==> src/rtl/eb_pkg.sv <==
// Shared types and elaboration helpers for the elastic-buffer width converters.
package eb_pkg;

  typedef enum logic {EB_EMPTY = 1'b0, EB_BUSY = 1'b1} eb_state_t;

  localparam int EB_MIN_RATIO = 2;

  // Beat counter width; a ratio of 2 still needs one bit.
  function automatic int eb_cnt_w(input int ratio);
    return (ratio > 2) ? $clog2(ratio) : 1;
  endfunction

  function automatic bit eb_ratio_ok(input int t_w, input int i_w);
    return (i_w > 0) && ((t_w % i_w) == 0) && ((t_w / i_w) >= EB_MIN_RATIO);
  endfunction

endpackage

==> src/rtl/eb_dnsize_if.sv <==
// Valid/ready bundle for eb_dnsize: wide target side in, narrow initiator side out.
// i_0_last exists only when EB_DNSIZE_LAST_EN is defined.
interface eb_dnsize_if #(
  parameter int T_0_WIDTH = 32,
  parameter int I_0_WIDTH = 8
);
  logic [T_0_WIDTH-1:0] t_0_data;
  logic                 t_0_valid;
  logic                 t_0_ready;
  logic [I_0_WIDTH-1:0] i_0_data;
  logic                 i_0_valid;
  logic                 i_0_ready;
`ifdef EB_DNSIZE_LAST_EN
  logic                 i_0_last;
`endif

  modport master (
    output t_0_data, t_0_valid, i_0_ready,
    input  t_0_ready, i_0_data, i_0_valid
`ifdef EB_DNSIZE_LAST_EN
    , input i_0_last
`endif
  );

  modport slave (
    input  t_0_data, t_0_valid, i_0_ready,
    output t_0_ready, i_0_data, i_0_valid
`ifdef EB_DNSIZE_LAST_EN
    , output i_0_last
`endif
  );
endinterface

==> src/rtl/eb_dnsize_ctrl.sv <==
// Control half of eb_dnsize: occupancy state, beat counter and handshake decode.
// With EB_DNSIZE_LAST_EN defined it also drives the word delimiter i_0_last.
module eb_dnsize_ctrl
  import eb_pkg::*;
#(
  parameter int RATIO = 4,
  parameter int CNT_W = eb_cnt_w(RATIO)
) (
  input  logic             clk,
  input  logic             reset_n,
  input  logic             t_0_valid,
  input  logic             i_0_ready,
  output logic             t_0_ready,
  output logic             i_0_valid,
  output logic             en_load,
  output logic [CNT_W-1:0] sel
`ifdef EB_DNSIZE_LAST_EN
  , output logic           i_0_last
`endif
);

  localparam logic [CNT_W-1:0] CNT_MAX = CNT_W'(RATIO - 1);

  eb_state_t        state;
  logic [CNT_W-1:0] cnt;
  logic             last;
  logic             i_xfer;

  assign i_0_valid = (state == EB_BUSY);
  assign last      = i_0_valid && (cnt == CNT_MAX);
  // Ready depends only on state and i_0_ready, never on t_0_valid.
  assign t_0_ready = !i_0_valid || (last && i_0_ready);
  assign en_load   = t_0_valid && t_0_ready;
  assign i_xfer    = i_0_valid && i_0_ready;
  assign sel       = cnt;
`ifdef EB_DNSIZE_LAST_EN
  assign i_0_last  = last;
`endif

  always_ff @(posedge clk) begin
    if (!reset_n) begin
      state <= EB_EMPTY;
      cnt   <= '0;
    end else begin
      case (state)
        EB_EMPTY: begin
          if (en_load) begin
            state <= EB_BUSY;
            cnt   <= '0;
          end
        end
        EB_BUSY: begin
          if (i_xfer) begin
            // Final beat: reload back-to-back if a new word arrives, else drain.
            if (cnt == CNT_MAX) begin
              cnt   <= '0;
              state <= en_load ? EB_BUSY : EB_EMPTY;
            end else begin
              cnt <= cnt + CNT_W'(1);
            end
          end
        end
        default: begin
          state <= EB_EMPTY;
          cnt   <= '0;
        end
      endcase
    end
  end

endmodule

==> src/rtl/eb_dnsize.sv <==
// Elastic width-down converter: one T_0_WIDTH word in, RATIO I_0_WIDTH beats out, LSB first.
// Define EB_DNSIZE_LAST_EN to add the i_0_last word delimiter output.
module eb_dnsize
  import eb_pkg::*;
#(
  parameter int T_0_WIDTH = 32,
  parameter int I_0_WIDTH = 8
) (
  input  logic       clk,
  input  logic       reset_n,
  eb_dnsize_if.slave bus
);

  localparam int RATIO = T_0_WIDTH / I_0_WIDTH;
  localparam int CNT_W = eb_cnt_w(RATIO);

  if (!eb_ratio_ok(T_0_WIDTH, I_0_WIDTH)) begin : g_bad_ratio
    $error("eb_dnsize: T_0_WIDTH must be a multiple of I_0_WIDTH with at least 2 beats per word");
  end

  logic [T_0_WIDTH-1:0] hold;
  logic [I_0_WIDTH-1:0] beats [RATIO];
  logic                 en_load;
  logic [CNT_W-1:0]     sel;

  eb_dnsize_ctrl #(
    .RATIO (RATIO),
    .CNT_W (CNT_W)
  ) u_ctrl (
    .clk       (clk),
    .reset_n   (reset_n),
    .t_0_valid (bus.t_0_valid),
    .i_0_ready (bus.i_0_ready),
    .t_0_ready (bus.t_0_ready),
    .i_0_valid (bus.i_0_valid),
    .en_load   (en_load),
    .sel       (sel)
`ifdef EB_DNSIZE_LAST_EN
    , .i_0_last (bus.i_0_last)
`endif
  );

  // Hold register changes only on an accepted wide word.
  always_ff @(posedge clk) begin
    if (!reset_n) begin
      hold <= '0;
    end else if (en_load) begin
      hold <= bus.t_0_data;
    end
  end

  for (genvar g = 0; g < RATIO; g++) begin : g_beat
    assign beats[g] = hold[g*I_0_WIDTH +: I_0_WIDTH];
  end

  assign bus.i_0_data = beats[sel];

endmodule

==> src/flat_wrapper.sv <==
// flat-port wrapper written by rule: the top's interface ports become plain ports
module eb_dnsize_flat import eb_pkg::*;
#(
  parameter int T_0_WIDTH = 32,
  parameter int I_0_WIDTH = 8
)
  (clk, reset_n, bus_t_0_data, bus_t_0_valid, bus_i_0_ready, bus_t_0_ready, bus_i_0_data, bus_i_0_valid);
  eb_dnsize_if #(.T_0_WIDTH(T_0_WIDTH), .I_0_WIDTH(I_0_WIDTH)) bus_i ();
  input  logic clk;
  input  logic reset_n;
  input wire logic [$bits(bus_i.t_0_data)-1:0] bus_t_0_data;
  input wire logic [$bits(bus_i.t_0_valid)-1:0] bus_t_0_valid;
  input wire logic [$bits(bus_i.i_0_ready)-1:0] bus_i_0_ready;
  output wire logic [$bits(bus_i.t_0_ready)-1:0] bus_t_0_ready;
  output wire logic [$bits(bus_i.i_0_data)-1:0] bus_i_0_data;
  output wire logic [$bits(bus_i.i_0_valid)-1:0] bus_i_0_valid;
  assign bus_i.t_0_data = bus_t_0_data;
  assign bus_i.t_0_valid = bus_t_0_valid;
  assign bus_i.i_0_ready = bus_i_0_ready;
  assign bus_t_0_ready = bus_i.t_0_ready;
  assign bus_i_0_data = bus_i.i_0_data;
  assign bus_i_0_valid = bus_i.i_0_valid;
  eb_dnsize #(.T_0_WIDTH(T_0_WIDTH), .I_0_WIDTH(I_0_WIDTH)) u_core (.clk(clk), .reset_n(reset_n), .bus(bus_i));
endmodule
==> config.mk <==
export PLATFORM = sky130hd
export DESIGN_NAME = eb_dnsize_flat
export DESIGN_NICKNAME = d
export VERILOG_FILES = /design/src/rtl/eb_pkg.sv /design/src/rtl/eb_dnsize_if.sv /design/src/rtl/eb_dnsize_ctrl.sv /design/src/rtl/eb_dnsize.sv /design/src/flat_wrapper.sv
export SDC_FILE = /design/constraint.sdc
export NUM_CORES = 1
export LEC_CHECK = 0
export ABC_AREA = 1
export BUFFER_PORTS_ARGS = -buffer_cell sky130_fd_sc_hd__buf_2
export CAP_MARGIN = 40
export CELL_PAD_IN_SITES_DETAIL_PLACEMENT = 0
export CELL_PAD_IN_SITES_GLOBAL_PLACEMENT = 1
export CORE_MARGIN = 3
export CORE_UTILIZATION = 38
export DETAILED_ROUTE_END_ITERATION = 12
export PLACE_DENSITY = 0.95
export SETUP_SLACK_MARGIN = 0.05
export SYNTH_ARGS = -nofsm -noshare
export SYNTH_HDL_FRONTEND = slang
export SYNTH_HIERARCHICAL = 1
export SYNTH_SLANG_ARGS = --single-unit
==> constraint.sdc <==
create_clock -name clk -period 3.1 [get_ports clk]
set_input_delay 0.31 -clock clk [delete_from_list [all_inputs] [get_ports clk]]
set_output_delay 0.31 -clock clk [all_outputs]
set_load 0.1 [all_outputs]
==> flow_summary.ini <==
[critical_path]
reg2regPathDepth = 7
path_class = reg -> out
rrSetupSlack_ns = 1.18
r2r_start = u_core/u_ctrl/sel[1]
cp_data_required_time_ns = 2.79
cp.arrival_ns = 1.72
path_max_fanout = 17
critPathLaunchType = flip-flop
worst_r2r_endpoint = u_core/hold[20]
worstSetupEndpointType = output pin

[cells_and_area]
antenna_cells = 0
area_growth_pct = 17.9
drive_gt1_share_pct = 20.9
nNetsFinal = 332

[synthesis]
synthesis.nets = 291
syn_avg_cell_area_um2 = 6.61
ys_seq_elements = 35
syn_area_mm2 = 0.00168
ys_types = 19
yosysWarnings = 6
yosys.area.top_type = dfxtp_1
synth.area.top_cells = dfxtp_1 42%, nor2_1 14%, nand2_1 10%
ys_seq_area_share_pct = 41.7
synth_cells = 254
synth_top_area_share_pct = 41.7

[routing]
wl_met1_um = 1830
via_per_inst = 4.58
routedWlPerCell_um = 10.8
highest_layer = met4
drt-pass1-iter-count = 4
drt.antenna.violating_nets = 0
num_vias = 1583
met2WireLength_um = 1570
wl_um = 3740
drcViolationCount = 0
wl_met3_um = 281
dr.first_iter.drc_count = 60

[floorplan]
core-area_mm2 = 0.00414
die_h_um = 72.5
initial_utilization_pct = 40.5
row_count = 23
dieArea_mm2 = 0.00525
die_x_um = 72.5
ios = 46

[power]
p_sw_uw = 382
seq_power_share_pct = 44.3
power_density_mw_per_mm2 = 574
combPwrFrac_pct = 24.3
p_leak_uw = 0.00103
p_int_uw = 754
switching_share_pct = 33.6
pwr-share-clk_pct = 31.4
vdd_ir_drop_max_mv = 0.273

[sta]
whs_ns = 0.245
min_period_over_period_pct = 65.6
setup_viol = 0
fmax_mhz = 492
finClkSkew_ns = 0.00326
slew_violations = 0
tightest_slew_ns = 0.526
maxSlewHeadroom_pct = 64.9
layout_min_cycle_time_ns = 2.03
rsz0062_at_grt = no
setup_tns_ns = 0
hold_viol_final = 0

[clocking]
numCtsBuffers = 5
clk_latency_ns = 0.28
cts_root_buf = clkbuf_8
post_cts_buffers = 0
cts.sinks = 35
cts.clk_slew.worst_paths_ns = 0.07
cts_resized = 0
clk_path_buf_depth = 2
hold_buffers = 0
tritoncts = yes
h-tree-depth = 2

[status]
status = completed

[global_routing]
grt_first_pass_wirelength_um = 6440
grt_util_all_layers_pct = 15.6
grt_pass1_vias = 1492
grt.overflow.total = 0
grt_max_degree = 35
antenna_found_initial = 0

[hold_path]
hold_depth = 3
min_from = bus_t_0_data[1]
hold_path.class = in -> reg
whs_endpoint = u_core/hold[1]

[placement]
portBuffers = 45
dpl.hpwl_um = 2600
gp_congestion = 0.758

[flow_run]
maxCapViolCount = 0
==> logic make-up after synthesis <==
family	Yosys count	synth area share (%)
flip-flops	35	41.7
AND/OR/NAND/NOR	130	31.1
AO/OA/AOI/OAI	36	11.2
buffers and inverters	52	15.2
adder cells (fa/ha/maj)	1	0.745
==> cell usage after synthesis, drive strengths merged <==
library cell  number
nor2              64
nand2             47
inv               39
dfxtp             35
o21ai             32
nand3             18
buf                7
clkbuf             6
a21oi              4
ha                 1
or2                1
==> critical path: stages (launching register included) <==
cell and delay [ns]:
dfxtp_1 0.38, buf_4 0.25, inv_4 0.11, nand2_1 0.08, nand3_1 0.09, nand2_1 0.10, buf_2 0.42
==> metrics by stage <==
stage	total power, µW	area (µm²)	util (%)	worst slack [ns]	cells
after floorplan	736	1680	-	0.859	254
after global placement	788	1880	45.4	1.22	338
after detailed placement	790	1880	45.4	1.21	338
after CTS	1150	1980	47.8	1.06	346
after global routing	1200	1980	47.8	0.937	346
final	1140	1980	47.8	1.07	346
==> worst max path at each step <==
stage / from / to / slack [ns] / cells after the start
finish: u_core/u_ctrl/sel[0] / bus_i_0_data[3] / 1.07 / 6
global route: u_core/u_ctrl/sel[0] / bus_i_0_data[7] / 0.94 / 6
CTS: u_core/u_ctrl/sel[0] / bus_i_0_data[3] / 1.06 / 6
detailed placement: u_core/u_ctrl/sel[1] / u_core/hold[17] / 1.21 / 7
global placement: u_core/u_ctrl/sel[1] / u_core/hold[7] / 1.22 / 7
floorplan: u_core/u_ctrl/i_0_valid / u_core/u_ctrl/i_0_valid / 0.86 / 2
==> layout by cell type, fill, tap and decap left out <==
cell,n
clkbuf_8,7
ha_1,1
inv_2,1
o21ai_0,32
nand2_2,2
nand2_1,45
a21oi_1,1
dfxtp_1,35
buf_4,2
a21oi_2,3
clkbuf_1,1
inv_1,37
nand3_2,1
or2_1,1
inv_4,1
nor2_1,64
nand3_1,17
buf_2,45
==> power by group through the flow <==
stage          clock network [µW]  logic [µW]  registers (µW)
6_report                      357         276             503
5_1_grt                       388         304             508
4_1_cts                       370         279             503
3_5_place_dp                    0         277             513
3_3_place_gp                    0         276             512
2_1_floorplan                   0         222             514
==> layer usage <==
metal,GRT usage (%),vias to the layer above
li1,-,852
met1,20.6,684
met2,24.2,40
met3,4.16,7
met4,6.35,0
met5,0,-
==> flip-flops by register name (all words and copies together), names as in the netlist <==
signal,cells
u_core/hold,32
u_core/u_ctrl/i_0_valid,1
u_core/u_ctrl/sel,2
==> area by class of cell <==
class	count	area [µm²]
clock buffer	8	100
fill	480	2160
inverter	39	149
multi-input combinational	167	727
sequential	35	701
tap	50	62.6
timing repair buffer	47	240
No activity file was read; power rests on OpenSTA's default activity.
